[src/rtl/nexusv_lsu.sv]
// NexusV load/store unit: steers RV32I loads and stores to a local RAM or an
// APB-style bus, with lane placement, load extension and error reporting.
module nexusv_lsu #(
  parameter logic [31:0] RAM_BASE       = 32'h0000_2000,
  parameter int unsigned RAM_AW         = 12,
  parameter int unsigned TIMEOUT_CYCLES = 16
) (
  input  logic              clk,
  input  logic              rst_n,
  input  logic              req_valid,
  input  logic              req_write,
  input  logic [31:0]       req_addr,
  input  logic [31:0]       req_wdata,
  input  logic [2:0]        req_funct3,
  output logic              req_ready,
  output logic              rsp_valid,
  output logic [31:0]       rsp_rdata,
  output logic [1:0]        rsp_err,
  output logic              ram_en,
  output logic              ram_we,
  output logic [RAM_AW-1:0] ram_addr,
  output logic [31:0]       ram_wdata,
  output logic [3:0]        ram_be,
  input  logic [31:0]       ram_rdata,
  output logic              bus_valid,
  output logic              bus_write,
  output logic [31:0]       bus_addr,
  output logic [31:0]       bus_wdata,
  output logic [3:0]        bus_strb,
  input  logic [31:0]       bus_rdata,
  input  logic              bus_ready
);

  localparam logic [1:0] ERR_OK       = 2'b00;
  localparam logic [1:0] ERR_MISALIGN = 2'b01;
  localparam logic [1:0] ERR_DECODE   = 2'b10;
  localparam logic [1:0] ERR_TIMEOUT  = 2'b11;
  localparam logic [7:0] CNT_LAST     = 8'(TIMEOUT_CYCLES - 1);

  typedef enum logic [2:0] {
    IDLE     = 3'd0,
    RAM_ACC  = 3'd1,
    RAM_DATA = 3'd2,
    BUS_WAIT = 3'd3,
    RESP     = 3'd4
  } state_t;

  state_t      r_state;
  state_t      w_state_nxt;
  logic [31:0] r_addr;
  logic [31:0] r_wdata;
  logic [2:0]  r_funct3;
  logic        r_write;
  logic [7:0]  r_cnt;
  logic [7:0]  w_cnt_nxt;
  logic        r_req_ready;
  logic        r_rsp_valid;
  logic        r_ram_en;
  logic        r_bus_valid;
  logic [31:0] r_rsp_rdata;
  logic [31:0] w_rsp_rdata_nxt;
  logic [1:0]  r_rsp_err;
  logic [1:0]  w_rsp_err_nxt;
  logic        w_accept;

  logic        w_ram_hit;
  logic        w_bus_hit;
  logic        w_illegal;
  logic        w_misalign;
  logic [3:0]  w_strb;
  logic [31:0] w_lane_wdata;
  logic [31:0] w_src;
  logic [7:0]  w_byte;
  logic [15:0] w_half;
  logic [31:0] w_load;

  // Request classification, evaluated on the live request at accept time
  always_comb begin
    w_ram_hit  = (req_addr[31:RAM_AW] == RAM_BASE[31:RAM_AW]);
    w_bus_hit  = req_addr[31];
    w_illegal  = req_write ? (req_funct3 >= 3'd3)
                           : ((req_funct3 == 3'd3) || (req_funct3[2:1] == 2'b11));
    w_misalign = ((req_funct3[1:0] == 2'b01) && req_addr[0]) ||
                 ((req_funct3[1:0] == 2'b10) && (req_addr[1:0] != 2'b00));
  end

  // Byte strobes and lane replication from the captured request
  always_comb begin
    case (r_funct3[1:0])
      2'b00: begin
        w_strb       = 4'b0001 << r_addr[1:0];
        w_lane_wdata = {4{r_wdata[7:0]}};
      end
      2'b01: begin
        w_strb       = 4'b0011 << {r_addr[1], 1'b0};
        w_lane_wdata = {2{r_wdata[15:0]}};
      end
      default: begin
        w_strb       = 4'b1111;
        w_lane_wdata = r_wdata;
      end
    endcase
  end

  // Lane selection and sign/zero extension of returned load data
  always_comb begin
    w_src  = (r_state == BUS_WAIT) ? bus_rdata : ram_rdata;
    w_byte = w_src[{r_addr[1:0], 3'b000} +: 8];
    w_half = r_addr[1] ? w_src[31:16] : w_src[15:0];
    case (r_funct3)
      3'd0:    w_load = {{24{w_byte[7]}}, w_byte};
      3'd1:    w_load = {{16{w_half[15]}}, w_half};
      3'd4:    w_load = {24'd0, w_byte};
      3'd5:    w_load = {16'd0, w_half};
      default: w_load = w_src;
    endcase
    if (r_write) begin
      w_load = '0;
    end
  end

  // Next-state and response selection
  always_comb begin
    w_state_nxt     = r_state;
    w_cnt_nxt       = r_cnt;
    w_rsp_rdata_nxt = r_rsp_rdata;
    w_rsp_err_nxt   = r_rsp_err;
    w_accept        = 1'b0;
    case (r_state)
      IDLE: begin
        if (req_valid) begin
          w_accept  = 1'b1;
          w_cnt_nxt = '0;
          if (w_illegal || !(w_ram_hit || w_bus_hit)) begin
            w_state_nxt     = RESP;
            w_rsp_rdata_nxt = '0;
            w_rsp_err_nxt   = ERR_DECODE;
          end else if (w_misalign) begin
            w_state_nxt     = RESP;
            w_rsp_rdata_nxt = '0;
            w_rsp_err_nxt   = ERR_MISALIGN;
          end else if (w_ram_hit) begin
            w_state_nxt = RAM_ACC;
          end else begin
            w_state_nxt = BUS_WAIT;
          end
        end
      end
      RAM_ACC: begin
        w_state_nxt = RAM_DATA;
      end
      RAM_DATA: begin
        w_state_nxt     = RESP;
        w_rsp_rdata_nxt = w_load;
        w_rsp_err_nxt   = ERR_OK;
      end
      BUS_WAIT: begin
        if (bus_ready) begin
          w_state_nxt     = RESP;
          w_rsp_rdata_nxt = w_load;
          w_rsp_err_nxt   = ERR_OK;
        end else if (r_cnt == CNT_LAST) begin
          w_state_nxt     = RESP;
          w_rsp_rdata_nxt = '0;
          w_rsp_err_nxt   = ERR_TIMEOUT;
        end else begin
          w_cnt_nxt = r_cnt + 8'd1;
        end
      end
      RESP: begin
        w_state_nxt = IDLE;
      end
      default: begin
        w_state_nxt = IDLE;
      end
    endcase
  end

  // State register with strobes registered as decodes of the next state
  always_ff @(posedge clk) begin
    if (!rst_n) begin
      r_state     <= IDLE;
      r_req_ready <= 1'b1;
      r_rsp_valid <= 1'b0;
      r_ram_en    <= 1'b0;
      r_bus_valid <= 1'b0;
    end else begin
      r_state     <= w_state_nxt;
      r_req_ready <= (w_state_nxt == IDLE);
      r_rsp_valid <= (w_state_nxt == RESP);
      r_ram_en    <= (w_state_nxt == RAM_ACC);
      r_bus_valid <= (w_state_nxt == BUS_WAIT);
    end
  end

  // Captured request, wait counter and response data
  always_ff @(posedge clk) begin
    if (!rst_n) begin
      r_addr      <= '0;
      r_wdata     <= '0;
      r_funct3    <= '0;
      r_write     <= 1'b0;
      r_cnt       <= '0;
      r_rsp_rdata <= '0;
      r_rsp_err   <= '0;
    end else begin
      if (w_accept) begin
        r_addr   <= req_addr;
        r_wdata  <= req_wdata;
        r_funct3 <= req_funct3;
        r_write  <= req_write;
      end
      r_cnt       <= w_cnt_nxt;
      r_rsp_rdata <= w_rsp_rdata_nxt;
      r_rsp_err   <= w_rsp_err_nxt;
    end
  end

  assign req_ready = r_req_ready;
  assign rsp_valid = r_rsp_valid;
  assign rsp_rdata = r_rsp_rdata;
  assign rsp_err   = r_rsp_err;

  assign ram_en    = r_ram_en;
  assign ram_we    = r_ram_en & r_write;
  assign ram_addr  = {r_addr[RAM_AW-1:2], 2'b00};
  assign ram_wdata = w_lane_wdata;
  assign ram_be    = r_ram_en ? w_strb : 4'b0000;

  assign bus_valid = r_bus_valid;
  assign bus_write = r_bus_valid & r_write;
  assign bus_addr  = r_addr;
  assign bus_wdata = w_lane_wdata;
  assign bus_strb  = r_bus_valid ? w_strb : 4'b0000;

endmodule

[config.mk]
export PLATFORM = sky130hd
export DESIGN_NAME = nexusv_lsu
export DESIGN_NICKNAME = d
export VERILOG_FILES = /design/src/rtl/nexusv_lsu.sv
export SDC_FILE = /design/constraint.sdc
export NUM_CORES = 1
export LEC_CHECK = 0
export ABC_AREA = 1
export CAP_MARGIN = 25
export CORE_ASPECT_RATIO = 2
export CORE_UTILIZATION = 30
export CTS_CLUSTER_DIAMETER = 150
export DETAILED_ROUTE_END_ITERATION = 8
export GPL_TIMING_DRIVEN = 0
export PLACE_DENSITY = 0.65
export SLEW_MARGIN = 20
export SYNTH_ARGS = -nofsm -noshare
export SYNTH_HDL_FRONTEND = slang
export SYNTH_SLANG_ARGS = --single-unit
[constraint.sdc]
create_clock -name clk -period 3.35 [get_ports clk]
set_input_delay 0.335 -clock clk [delete_from_list [all_inputs] [get_ports clk]]
set_output_delay 0.335 -clock clk [all_outputs]
set_load 0.01 [all_outputs]
Word level (Yosys, flattened, before mapping)
Cells that the tools add are included.
- output and inout port bits: 156
- input port bits: 136
- flip-flop bits (word level): 117
- word-level logic and storage cells: 90
- shift operators: 3
- equal/unequal tests: 21
- bitwise logic cells: 2
- magnitude comparators: 1
- multiplexer cells: 34
- reduce and logical (&&, ||, !) cells: 16
- add/subtract/negate cells: 1
- operators by type and width (cell ; count):
    $mux 32 ; 7
    $pmux 32 s4 ; 1
    $pmux 32 s3 ; 1
    $pmux 32 s2 ; 1
    $shiftx 32x6->8 ; 1
    $mux 8 ; 3
    $eq 20x2->1 const B ; 1
    $mux 16 ; 1
    $pmux 8 s2 ; 1
    $mux 3 ; 5
    $eq 3x2->1 const B ; 4
    $mux 2 ; 6
    $pmux 3 s4 ; 1
    $eq 3x1->1 const B ; 3
    $eq 3x3->1 const B ; 3
    $logic_not 3->1 ; 3
    $add 8x1->8 const B ; 1
    $eq 8x4->1 const B ; 1
    $mux 4 ; 2
    $pmux 4 s2 ; 1
    $reduce_and 4->1 ; 2
    $ne 2x2->1 const B ; 3
    $pmux 2 s3 ; 1
    $eq 2x1->1 const B ; 2
    14 further kinds ; 23

Depth between registers and ports, before layout
Gate-level depths: netlist of the first run.
- word-level depth: 8
- gate-level depth with buffers: 12
- mapped depth without buffers: 11

Least setup slack after synthesis of the first run
OpenSTA, ideal clock, no wires.
- kind: register to output
- start: register r_funct3[1]
- end: output ram_wdata[20]
- slack: 1588 ps
- cell stages (with the launch flop): 7
- data required time: 3015 ps
- arrival time: 1427 ps
- path buffers: 4
- cells stage by stage: dfxtp_1 -> buf_2 -> clkbuf_1 -> clkbuf_1 -> nand2_1 -> o21ai_0 -> buf_4
- cells in the longest elaborated chain, start to end: 2
- elaborated cells between the ends (all ways): 3
- those cells by class: eq/ne (1); mux (1); reduce/logical (1)
- ends and longest elaborated chain (what ; RTL line ; RTL):
    start, declared ; 52 ; logic [2:0] r_funct3;
    start signal, assigned ; 210 ; r_funct3 <= req_funct3;
    $eq 2x1->1 / $logic_not 2->1 (equally long branches) ; 89 ; case (r_funct3[1:0])
    $pmux 32 s2 * ; 89 ;
    end, declared ; 22 ; output logic [31:0] ram_wdata,
Mark *: on every way between the ends. The rest lies on a longest branch, timed or not.

Worst setup path after layout of the first run
- start: register r_funct3[1]
- end: output ram_wdata[29]
Same word-level chain as after synthesis.

==> impl_metrics.ini, run 1 <==
[yosys]
synth_compound_area_share_pct = 20.9
synthAdderAreaFrac_pct = 0.206
yosysTopAreaCell = dfxtp_1
synth_top_family_by_area = simple AND/OR/NAND/NOR gates
synthDistinctLibCells = 40
yosys_warnings = 0
yosysTopAreaCellShare_pct = 38.6
avgSynthCellArea_sq_um = 6.79
syn-cell-area_sq_mm = 0.00607
synth-seq-cells = 117
yosys.area_share.xor_xnor_pct = 0.144
synthSimpleGateAreaFrac_pct = 24.2
synthTopCellsByArea = dfxtp_1, o21ai_0, nand2_1
synthMuxAreaShare_pct = 0
yosysSeqAreaShare_pct = 38.6
netlist_instances = 895

[worst_setup_path]
r2r_end = rsp_rdata[7]$_SDFFE_PN0P_
arrival_ps = 2790
reg2reg_depth = 8
cp-start-kind = flop
critPathKind = reg2out
cp-endpoint = ram_wdata[29]
r2r_start = bus_addr[1]$_SDFFE_PN0P_
endpoint_kind = output port
rrSetupSlack_ps = 1080
cp_max_fo = 10
cp-startpoint = r_funct3[1]$_SDFFE_PN0P_
crit_required_ps = 3010

[status]
status = finished, final reports clean

[finish]
final_common_cell = clkdlybuf4s50_1
nFillCells = 2003
seq_area_sq_mm = 0.00234
multi_input_area_sq_mm = 0.00277
final_cell_mix = clkdlybuf4s50_1, nand2_1, o21ai_0
drive_gt1_share_pct = 9.86
syn2layout_area_growth_pct = 63.6
nNetsFinal = 1341
diodes = 0

[hold_path]
min_path_type = reg2reg
hold_depth = 2

[placement]
place_hpwl_um = 19200
port_buffers = 289
place.gp.congestion = 0.904

[routing]
first_pass_iters = 4
initialDrtViolationCount = 287
via_per_inst = 4.66
postRouteAntennaNets = 0
vias = 6887
drcViolationCount = 0
wl_um = 24100
wire_per_inst_um = 16.3

[clock_network]
cts_resized = 0
postCtsSetupBuffers = 0
cts-hold-fix-buffers = 0
cts_tree = yes
clock_path_buffers = 2
htree_levels = 4
worstSkewPairLatency_ps = 410
cts_buffers = 17
path_clk_slew_ps = 60
root_buffer = clkbuf_16
clock-sinks = 117

[timing]
tightest_slew_ps = 690
setup_violations = 0
slew_headroom_pct = 54.0
hold_viol = 0
rsz0062_at_grt = false
slew_violations = 0
finalSetupTns_ps = 0
fin_crit_ps = 3120
fin_crit_sh_pct = 93.2
skew_ps = 13.8
clock.fmax_mhz = 320

[power_and_ir_drop]
total_power_mw = 4.83
leakage_nw = 4.14
ir_worst_vdd_v = 0.000299
power_density_mw_per_mm2 = 486

[global_routing]
grt_max_degree = 17
grt_pass1_vias = 6705
antenna_found_initial = 0
grt_usage_pct = 23.0
gr-total-overflow = 0
grt_pass1_wl_um = 35900

[die]
initial_utilization_pct = 30.6
io_pins = 292
die_h_um = 203
die-area_sq_mm = 0.0209
die_w_um = 103
placementRows = 73
core_sq_mm = 0.0198

[flow_run]
maxCapViolCount = 0
[state kept, by name, summed over array words and instances, names as in the netlist, 2 cells and up]
register,flops
r_funct3,3
r_state,3
rsp_err,2
r_wdata,32
bus_addr,32
r_cnt,8
rsp_rdata,32
[layout make-up]
| class | count | share of cell area [%] |
|---|---|---|
| Timing Repair Buffer | 289 | 29.1 |
| Multi-Input combinational cell | 587 | 27.9 |
| Sequential cell | 117 | 23.6 |
| Buffer | 100 | 6.26 |
| Clock buffer | 18 | 4.42 |
| Inverter | 92 | 3.47 |
| Tap cell | 262 | 3.30 |
| Clock inverter | 14 | 2.01 |
[critical path, cell delays in order, from the launching register on]
cell and delay (ps):
dfxtp_1 310, inv_1 140, clkbuf_1 430, clkbuf_1 470, o221ai_1 350, buf_4 220, clkdlybuf4s50_1 470
[through the flow]
step                cell area (sq um)  setup slack, ps  hold slack [ps]  util [%]  cells
floorplan                        6080             1590              430         -    896
global placement                 9300              642              441      46.9   1447
detailed placement               9300              641              449      46.9   1447
CTS                              9940              201              458      50.1   1479
global route                     9940             87.0              477      50.1   1479
finish                           9940              227              459      50.1   1479
[worst min path at each step]
stage	slack (ps)	startpoint	to
after floorplan	430	r_wdata[25]$_SDFFE_PN0P_	r_wdata[25]$_SDFFE_PN0P_
after global placement	440	r_wdata[27]$_SDFFE_PN0P_	r_wdata[27]$_SDFFE_PN0P_
after detailed placement	450	r_wdata[30]$_SDFFE_PN0P_	r_wdata[30]$_SDFFE_PN0P_
after CTS	460	r_wdata[30]$_SDFFE_PN0P_	r_wdata[30]$_SDFFE_PN0P_
after global routing	480	rsp_rdata[3]$_SDFFE_PN0P_	rsp_rdata[3]$_SDFFE_PN0P_
final	460	rsp_rdata[22]$_SDFFE_PN0P_	rsp_rdata[22]$_SDFFE_PN0P_
[where the power goes]
| part | leakage [nW] | total [mW] | switching [mW] | internal, mW |
|---|---|---|---|---|
| logic | 2.88 | 1.28 | 0.618 | 0.657 |
| clock network | 0.304 | 1.99 | 0.717 | 1.27 |
| registers | 0.961 | 1.56 | 0.0656 | 1.50 |
| total | 4.14 | 4.83 | 1.40 | 3.43 |
[Yosys cell counts]
cell      count
buf_1         2
o211ai_2      1
nor3b_1       2
nand4_1       6
xor2_1        1
buf_6         5
nor2_2        2
o22ai_1       8
inv_1        88
a21o_1        1
o21ai_0     135
a21oi_1      70
o211ai_1      3
nand2_1     158
clkinv_1      1
nand2_4       3
and3_1        1
nor3_2        2
dfxtp_1     117
o21ai_1       1
o211a_1       1
ha_1          1
nand3b_1      1
o21bai_1      6
nor2_4        3
nand3_1      29
inv_2         3
and2_1        1
buf_4        53
clkbuf_1     32
or2_2         2
a21oi_2       1
buf_2         8
a31oi_1       2
o221ai_1      8
nor2_1      124
nand3_2       4
nand2_2       1
conb_1        1
nor3_1        7
[cells by family (layout without fill, tap and decap cells)]
group / Yosys count / after routing
and+or+nand+nor: 346 / 346
buffers and inverters: 192 / 513
AOI/OAI and AO/OA: 237 / 237
adders and majority gates: 1 / 1
other: 1 / 2
DFF: 117 / 117
xor gates and xnor gates: 1 / 1
[routing by layer]
metal  track usage, %  up-vias  wire length, um
li1                 -     3465                -
met1             23.5     3131             9000
met2             43.3      244            13100
met3             3.46       47             1080
met4             12.1        0              942
met5                0        -                0
(Power assumes the default switching activity.)
==> run 2: changes to the inputs <==
--- a/config.mk
+++ b/config.mk
@@ -8,11 +8,11 @@
 export ABC_AREA = 1
 export CAP_MARGIN = 25
 export CORE_ASPECT_RATIO = 2
-export CORE_UTILIZATION = 30
+export CORE_UTILIZATION = 40
 export CTS_CLUSTER_DIAMETER = 150
 export DETAILED_ROUTE_END_ITERATION = 8
 export GPL_TIMING_DRIVEN = 0
-export PLACE_DENSITY = 0.65
+export PLACE_DENSITY = 0.82
 export SLEW_MARGIN = 20
 export SYNTH_ARGS = -nofsm -noshare
 export SYNTH_HDL_FRONTEND = slang
==> impl_metrics.ini, run 2 (synthesis results as in run 1) <==
[timing]
clock.fmax_mhz = 313
fin_crit_ps = 3190
setup_violations = 0
hold_viol = 0
skew_ps = 9.01
rsz0062_at_grt = false
slew_headroom_pct = 53.4
fin_crit_sh_pct = 95.3
slew_violations = 0
finalSetupTns_ps = 0
tightest_slew_ps = 692
setup_ws_ps = 156

[finish]
nNetsFinal = 1341
drive_gt1_share_pct = 9.86
nFillCells = 1362
final_cell_mix = clkdlybuf4s50_1, nand2_1, o21ai_0
diodes = 0
final_common_cell = clkdlybuf4s50_1
finish.utilization_pct = 66.2
syn2layout_area_growth_pct = 61.5

[worst_setup_path]
cp_top_family = buffers and inverters
slowest_delay_ps = 540
cp-endpoint = ram_wdata[25]
cp_max_fo = 10
cp.buffers_inverters = 5
reg2reg_depth = 8
crit_chain = inv_1 > clkbuf_1 > buf_1 > o221ai_1 > buf_4 > clkdlybuf4s50_1
crit_path_top_delay_cell = buf_1
endpoint_kind = output port
cp-start-kind = flop
arrival_ps = 2860
crit_required_ps = 3010
cp-startpoint = r_funct3[1]$_SDFFE_PN0P_
r2r_start = bus_addr[1]$_SDFFE_PN0P_
rrSetupSlack_ps = 1120
critPathKind = reg2out
crit_cells = 6
r2r_end = rsp_rdata[7]$_SDFFE_PN0P_

[clock_network]
root_buffer = clkbuf_16
path_clk_slew_ps = 60
clock_path_buffers = 2
cts_tree = yes
postCtsSetupBuffers = 0
cts_buffers = 17
htree_levels = 4
worstSkewPairLatency_ps = 410
cts-hold-fix-buffers = 0
clock-sinks = 117
cts_resized = 0

[die]
die_h_um = 176
io_pins = 292
die-area_sq_mm = 0.0157
die_w_um = 89.1
core_sq_mm = 0.0148
placementRows = 63
initial_utilization_pct = 41.0

[routing]
wl_um = 23500
first_pass_iters = 5
initialDrtViolationCount = 276
postRouteAntennaNets = 0
drcViolationCount = 0
wire_per_inst_um = 16.6
via_per_inst = 5.02
vias = 7090

[hold_path]
min_path_type = reg2reg

[global_routing]
antenna_found_initial = 0
grt_pass1_wl_um = 35500
grt_max_degree = 17
grt_pass1_vias = 7165
gr-total-overflow = 0
grt_usage_pct = 30.3

[power_and_ir_drop]
power_density_mw_per_mm2 = 476
leakage_nw = 4.13
ir_worst_vdd_v = 0.000382

[placement]
port_buffers = 289
place.gp.congestion = 0.951
place_hpwl_um = 18500
dp_slack_ps = 628

[status]
status = finished, final reports clean

[flow_run]
maxCapViolCount = 0
[run 2: changes by cell type in the layout (fill, tap and decap cells not counted)]
cell        before  now
clkinv_4         3    4
inv_6            3    6
clkbuf_8         1    0
buf_1            2    3
clkbuf_1        32   31
bufinv_16        4    2
clkinvlp_4       3    2
[run 2: metrics by stage]
step	area, sq um	cells	power, mW	hold slack [ps]
after floorplan	6080	896	2.18	430
after global placement	9220	1380	2.84	442
after CTS	9810	1412	4.69	458
final	9810	1412	4.67	456
after detailed placement	9220	1380	2.86	448
after global routing	9810	1412	4.87	477
[run 2: final cells by class]
type	count	area, sq um	share of cell area, %
inverters	92	345	3.52
flip-flops and latches	117	2340	23.9
plain buffers	100	622	6.34
clock buffers	17	425	4.34
multi-input cells	587	2770	28.2
clock inverters	15	168	1.71
repair buffers	289	2890	29.5
well taps	195	244	2.49
[run 2: how the worst min path moves through the flow]
stage	cells after the start	start	slack [ps]	endpoint
after detailed placement	2	r_wdata[26]$_SDFFE_PN0P_	450	r_wdata[26]$_SDFFE_PN0P_
after CTS	2	r_wdata[26]$_SDFFE_PN0P_	460	r_wdata[26]$_SDFFE_PN0P_
after global routing	2	rsp_rdata[18]$_SDFFE_PN0P_	480	rsp_rdata[18]$_SDFFE_PN0P_
after floorplan	2	r_wdata[25]$_SDFFE_PN0P_	430	r_wdata[25]$_SDFFE_PN0P_
final	2	r_wdata[27]$_SDFFE_PN0P_	460	r_wdata[27]$_SDFFE_PN0P_
after global placement	2	r_wdata[25]$_SDFFE_PN0P_	440	r_wdata[25]$_SDFFE_PN0P_
[run 2: worst min-delay path, delay by kind of cell (launching register included)]
kind	cells	cell delay, ps
flops	1	300
buf+inv	1	60
compound gates	1	50
[run 2: where the power goes]
part,total [mW],switching (mW),internal (mW),leakage (nW)
clock,1.83,0.717,1.11,0.286
sequential,1.56,0.0679,1.50,0.961
combinational,1.28,0.624,0.658,2.88
[run 2: routing by layer]
layer	track usage (%)	up-vias	share of wire [%]
met1	29.9	3213	35
met5	0	-	0
li1	-	3472	-
met4	19.4	0	5.3
met3	6.40	83	5.9
met2	55.1	322	54
